==> config.mk <==
export PLATFORM = sky130hd
export DESIGN_NAME = counter_sequencer
export DESIGN_NICKNAME = d
export VERILOG_FILES = /design/src/rtl/counter_pkg.sv /design/src/rtl/counter_tick_gen.sv /design/src/rtl/counter_sequencer.sv
export SDC_FILE = /design/constraint.sdc
export NUM_CORES = 1
export LEC_CHECK = 0
export ABC_AREA = 1
export CORE_MARGIN = 4
export CORE_UTILIZATION = 45
export DETAILED_ROUTE_END_ITERATION = 10
export HOLD_SLACK_MARGIN = 0.05
export PLACE_DENSITY = 0.71
export SYNTH_ARGS = -nofsm -noshare
export SYNTH_HDL_FRONTEND = slang
export SYNTH_SLANG_ARGS = --single-unit
==> constraint.sdc <==
create_clock -name clk -period 1.8 [get_ports clk]
set_input_delay 0.27 -clock clk [delete_from_list [all_inputs] [get_ports clk]]
set_output_delay 0.27 -clock clk [all_outputs]
set_load 0.01 [all_outputs]
==> src/rtl/counter_pkg.sv <==
// counter_pkg: shared constants for the counter sequencer.
// State encoding plus default width and prescale values.
package counter_pkg;

    typedef logic [1:0] state_t;

    localparam state_t S_IDLE = 2'd0;
    localparam state_t S_RUN  = 2'd1;
    localparam state_t S_DONE = 2'd2;

    localparam int DEFAULT_WIDTH    = 8;
    localparam int DEFAULT_PRESCALE = 4;

    localparam int WRAP_W = 8;

    // Saturating increment for the reload counter.
    function automatic logic [WRAP_W-1:0] sat_inc(
        input logic [WRAP_W-1:0] v
    );
        return (v == {WRAP_W{1'b1}}) ? v : v + 1'b1;
    endfunction

endpackage

==> src/rtl/counter_tick_gen.sv <==
// counter_tick_gen: prescaler giving a one-cycle tick every PRESCALE
// enabled clocks; clr restarts the period. Used with COUNTER_SEQUENCER_PRESCALE_EN.
module counter_tick_gen
    import counter_pkg::*;
#(
    parameter int PRESCALE = DEFAULT_PRESCALE
) (
    input  logic clk,
    input  logic reset,
    input  logic clr,
    input  logic en,
    output logic tick
);

    localparam int CW = (PRESCALE > 1) ? $clog2(PRESCALE) : 1;
    localparam logic [CW-1:0] LAST = CW'(PRESCALE - 1);

    logic [CW-1:0] r_cnt;
    logic          w_last;

    assign w_last = (r_cnt == LAST);
    assign tick   = en & w_last;

    // Period counter: frozen when disabled, restarted by clr.
    always_ff @(posedge clk or negedge reset) begin
        if (!reset) begin
            r_cnt <= '0;
        end else if (clr) begin
            r_cnt <= '0;
        end else if (en) begin
            r_cnt <= w_last ? '0 : r_cnt + 1'b1;
        end
    end

endmodule

==> src/rtl/counter_sequencer.sv <==
// counter_sequencer: launches, counts and stops/reloads an up/down counter.
// Optional prescaled stepping via macro COUNTER_SEQUENCER_PRESCALE_EN.
module counter_sequencer
    import counter_pkg::*;
#(
    parameter int WIDTH    = DEFAULT_WIDTH,
    parameter int PRESCALE = DEFAULT_PRESCALE
) (
    input  logic              clk,
    input  logic              reset,
    input  logic              start,
    input  logic              stop,
    input  logic              hold,
    input  logic [WIDTH-1:0]  cfg_limit,
    input  logic              cfg_down,
    input  logic              cfg_reload,
    output logic [WIDTH-1:0]  q,
    output logic              busy,
    output logic              done,
    output logic [WRAP_W-1:0] wrap_cnt
);

    if (PRESCALE < 1) begin : g_bad_prescale
        $error("counter_sequencer: PRESCALE must be >= 1");
    end

    state_t             r_state;
    state_t             w_state_nxt;

    logic [WIDTH-1:0]   r_limit;
    logic               r_down;
    logic               r_reload;

    logic [WIDTH-1:0]   r_q;
    logic               r_busy;
    logic               r_done;
    logic [WRAP_W-1:0]  r_wrap;

    logic [WIDTH-1:0]   w_q_nxt;
    logic               w_done_nxt;
    logic [WRAP_W-1:0]  w_wrap_nxt;

    logic               w_tick;
    logic               w_launch;
    logic               w_step;
    logic               w_at_term;
    logic [WIDTH-1:0]   w_term;
    logic [WIDTH-1:0]   w_launch_val;
    logic [WIDTH-1:0]   w_reload_val;

`ifdef COUNTER_SEQUENCER_PRESCALE_EN
    logic w_tg_en;
    logic w_tg_clr;

    assign w_tg_en  = (r_state == S_RUN) & ~hold;
    assign w_tg_clr = w_launch | stop;

    counter_tick_gen #(
        .PRESCALE (PRESCALE)
    ) u_tick_gen (
        .clk   (clk),
        .reset (reset),
        .clr   (w_tg_clr),
        .en    (w_tg_en),
        .tick  (w_tick)
    );
`else
    assign w_tick = 1'b1;
`endif

    assign w_launch = start & ~stop &
                      ((r_state == S_IDLE) | (r_state == S_DONE));

    // hold freezes both the count and the terminal check.
    assign w_step = (r_state == S_RUN) & ~stop & ~hold & w_tick;

    assign w_term       = r_down ? '0 : r_limit;
    assign w_at_term    = (r_q == w_term);
    assign w_launch_val = cfg_down ? cfg_limit : '0;
    assign w_reload_val = r_down ? r_limit : '0;

    // State register.
    always_ff @(posedge clk or negedge reset) begin
        if (!reset) begin
            r_state <= S_IDLE;
        end else begin
            r_state <= w_state_nxt;
        end
    end

    // Next-state logic: stop beats start, start only from IDLE/DONE.
    always_comb begin
        w_state_nxt = r_state;
        if (stop) begin
            w_state_nxt = S_IDLE;
        end else begin
            case (r_state)
                S_IDLE, S_DONE: begin
                    if (start) begin
                        w_state_nxt = S_RUN;
                    end
                end
                S_RUN: begin
                    if (w_step && w_at_term && !r_reload) begin
                        w_state_nxt = S_DONE;
                    end
                end
                default: w_state_nxt = S_IDLE;
            endcase
        end
    end

    // Output/datapath next values; terminal action fires one step after q hits terminal.
    always_comb begin
        w_q_nxt    = r_q;
        w_done_nxt = 1'b0;
        w_wrap_nxt = r_wrap;
        if (stop) begin
            w_q_nxt    = '0;
            w_wrap_nxt = '0;
        end else if (w_launch) begin
            w_q_nxt    = w_launch_val;
            w_wrap_nxt = '0;
        end else if (w_step) begin
            if (!w_at_term) begin
                w_q_nxt = r_down ? r_q - 1'b1 : r_q + 1'b1;
            end else if (r_reload) begin
                w_q_nxt    = w_reload_val;
                w_wrap_nxt = sat_inc(r_wrap);
                w_done_nxt = 1'b1;
            end else begin
                w_done_nxt = 1'b1;
            end
        end
    end

    // Configuration is captured only at launch so a run is unaffected by cfg_* changes.
    always_ff @(posedge clk or negedge reset) begin
        if (!reset) begin
            r_limit  <= '0;
            r_down   <= 1'b0;
            r_reload <= 1'b0;
        end else if (w_launch) begin
            r_limit  <= cfg_limit;
            r_down   <= cfg_down;
            r_reload <= cfg_reload;
        end
    end

    // Registered outputs.
    always_ff @(posedge clk or negedge reset) begin
        if (!reset) begin
            r_q    <= '0;
            r_busy <= 1'b0;
            r_done <= 1'b0;
            r_wrap <= '0;
        end else begin
            r_q    <= w_q_nxt;
            r_busy <= (w_state_nxt == S_RUN);
            r_done <= w_done_nxt;
            r_wrap <= w_wrap_nxt;
        end
    end

    assign q        = r_q;
    assign busy     = r_busy;
    assign done     = r_done;
    assign wrap_cnt = r_wrap;

endmodule

==> impl_metrics.env <==
export IMPL_status="finished, final reports clean"
export IMPL_multi_input_area_um2=1310
export IMPL_gr_total_overflow=0
export IMPL_max_slew_margin_rel=0.741
export IMPL_dp_hpwl_mm=3.94
export IMPL_final_hold_viol_count=0
export IMPL_grt_setup_unrepaired="true"
export IMPL_post_drt_wl_per_cell_um=13.1
export IMPL_cts_root_buffer="clkbuf_8"
export IMPL_path_clk_slew_ps=60
export IMPL_drv_cap=0
export IMPL_synth_fp_nets=326
export IMPL_nFillCells=372
export IMPL_diodes=0
export IMPL_dieWidth_um=76.1
export IMPL_hold_slack_ps=386
export IMPL_critPathArrivalTime_ps=1950
export IMPL_cts_tree="yes"
export IMPL_final_cells=415
export IMPL_place_gp_congestion=0.830
export IMPL_setup_viol=0
export IMPL_start_util=0.472
export IMPL_cp_end_kind="flip-flop"
export IMPL_grt_pass1_wl_mm=9.07
export IMPL_design_power_total_mw=3.47
export IMPL_startpoint_type="flip-flop"
export IMPL_setup_tns_ps=0
export IMPL_power_leakage_nw=1.43
export IMPL_placed_area_um2=2590
export IMPL_syn_area_per_cell_um2=6.88
export IMPL_final_cell_mix="nand2_1, nand3_1, clkdlybuf4s50_1, dfrtp_1, inv_1"
export IMPL_grt_pass1_vias=1976
export IMPL_ios=33
export IMPL_routed_wl_mm=5.43
export IMPL_grt_usage=0.188
export IMPL_core_um2=4410
export IMPL_ys_types=30
export IMPL_place_inst=401
export IMPL_path_max_fanout=6
export IMPL_antenna_found_initial=0
export IMPL_syn2layout_area_growth_pct=38.5
export IMPL_drive_gt1_frac=0.185
export IMPL_grt_max_degree=31
export IMPL_vias=2149
export IMPL_finalInstanceArea_um2=2890
export IMPL_antenna_left=0
export IMPL_synth_seq_area_share=0.360
export IMPL_post_route_min_period_ps=1780
export IMPL_dieArea_um2=5790
export IMPL_ys_ff_latch=30
export IMPL_syn_inst=303
export IMPL_die_y_um=76.1
export IMPL_vias_per_cell=5.18
export IMPL_netlist_area_um2=2080
export IMPL_slew_viol_final=0
export IMPL_hold_class="input port to asynchronous set/reset pin"
export IMPL_nets=385
export IMPL_cts_hold_buffers_added=0
export IMPL_route_detailed_drc=0
export IMPL_finalCritPeriodShare=0.987
export IMPL_irDropWorstVdd_mv=0.695
export IMPL_yosysWarnings=0
export IMPL_required_ps=1980
export IMPL_clock_path_buffers=2
export IMPL_io_buffer_count=32
export IMPL_worst_pin_slew_ps=389
export IMPL_ctsHtreeMaxLevel=2
export IMPL_fp_row_count=24
export IMPL_clock_skew_ps=2.79
export IMPL_powerDensity_nw_per_um2=1200
export IMPL_regArea_um2=752
export IMPL_drt_iter0_markers=147
export IMPL_cts_sinks=30
export IMPL_firstDrtPassIters=4
export IMPL_mostFrequentLayoutCell="nand2_1"
export IMPL_numCtsBuffers=5
export IMPL_worstSetupPathType="flip-flop to flip-flop"
export IMPL_clk_latency_ps=280
export IMPL_max_freq_ghz=0.563
registers in the layout (all words and copies together) (netlist names):
| register | count |
|---|---|
| q | 8 |
| r_limit | 8 |
| wrap_cnt | 8 |
| r_state | 2 |
| busy | 1 |
| done | 1 |
| r_down | 1 |
| r_reload | 1 |
critical path: stages, from the launching register on:
cell	delay (ps)
dfrtp_2	490
buf_6	180
ha_4	270
buf_4	110
nand2_2	60
o21a_1	200
nand3b_1	80
nand3_1	80
nand2_1	60
nand2_1	40
nand2_1	50
nand2_1	50
path summary, 6_finish.rpt:
path / endpoint / slack [ps] / cells after the start / startpoint
worst max-delay path: q[7] / 20 / 11 / r_down
worst min-delay path: wrap_cnt[3] / 390 / 2 / reset
worst max register to register: q[7] / 20 / 11 / r_down
worst min register to register: wrap_cnt[3] / 540 / 2 / wrap_cnt[3]
max in group asynchronous: r_down / 1110 / 2 / reset
min in group clk: wrap_cnt[3] / 540 / 2 / wrap_cnt[3]
per-stage QoR:
stage / util / worst slack, ps
after detailed placement: 0.586 / 0.116
after global placement: 0.586 / 10.1
final: 0.654 / 22.7
after global routing: 0.654 / -54.6
after floorplan: - / 130
after CTS: 0.618 / -11.3
cell usage after synthesis, drive strengths merged:
cell type / number / area share
nand4: 5 / 0.015
dfrtp: 30 / 0.36
xnor2: 4 / 0.017
nor4: 2 / 0.0060
nor2: 15 / 0.043
o21bai: 1 / 0.0036
a21oi: 9 / 0.027
nand2: 142 / 0.26
o21a: 1 / 0.0036
nor3b: 2 / 0.0072
clkbuf: 1 / 0.0018
o21ai: 7 / 0.017
nand3b: 3 / 0.011
nand3: 38 / 0.094
nor3: 2 / 0.0096
or2: 2 / 0.0060
fa: 1 / 0.0096
ha: 7 / 0.042
inv: 26 / 0.047
buf: 5 / 0.019
cells by family after synthesis:
kind of cell               count (synthesis)  share of synthesized area
and+or+nand+nor                          211                      0.453
xor gates and xnor gates                   4                     0.0168
AOI/OAI and AO/OA                         18                     0.0510
DFF                                       30                      0.360
adders and majority gates                  8                     0.0516
buffers and inverters                     32                     0.0678
area by class of cell:
cell class              instances  area share
repair inverters                1     0.00217
repair buffers                 57       0.186
clock buffers                   8      0.0381
well taps                      52      0.0225
flip-flops and latches         30       0.261
inverters                      26      0.0364
multi-input cells             241       0.455
power by group:
group,leakage [nW],switching (mW),internal (mW)
clock,0.0575,0.248,0.385
combinational,0.982,0.940,0.889
sequential,0.393,0.203,0.801
routing by layer:
layer  routed length (µm)  track usage  vias to the layer above  part of all wire
met3                  220       0.0355                        4             0.041
met5                    0            0                        -                 0
met1                 2480        0.253                     1010              0.46
met2                 2680        0.305                       45              0.49
met4                   45       0.0577                        0            0.0083
li1                     -            -                     1090                 -
timing repair:
item,4_1_cts,5_1_grt
gates resized for setup,3,25
pin swaps,0,17
endpoints found under the setup margin,3,16
buffers inserted,0,5
cloned,0,1
Note: power is estimated with default switching activity, not from simulation.
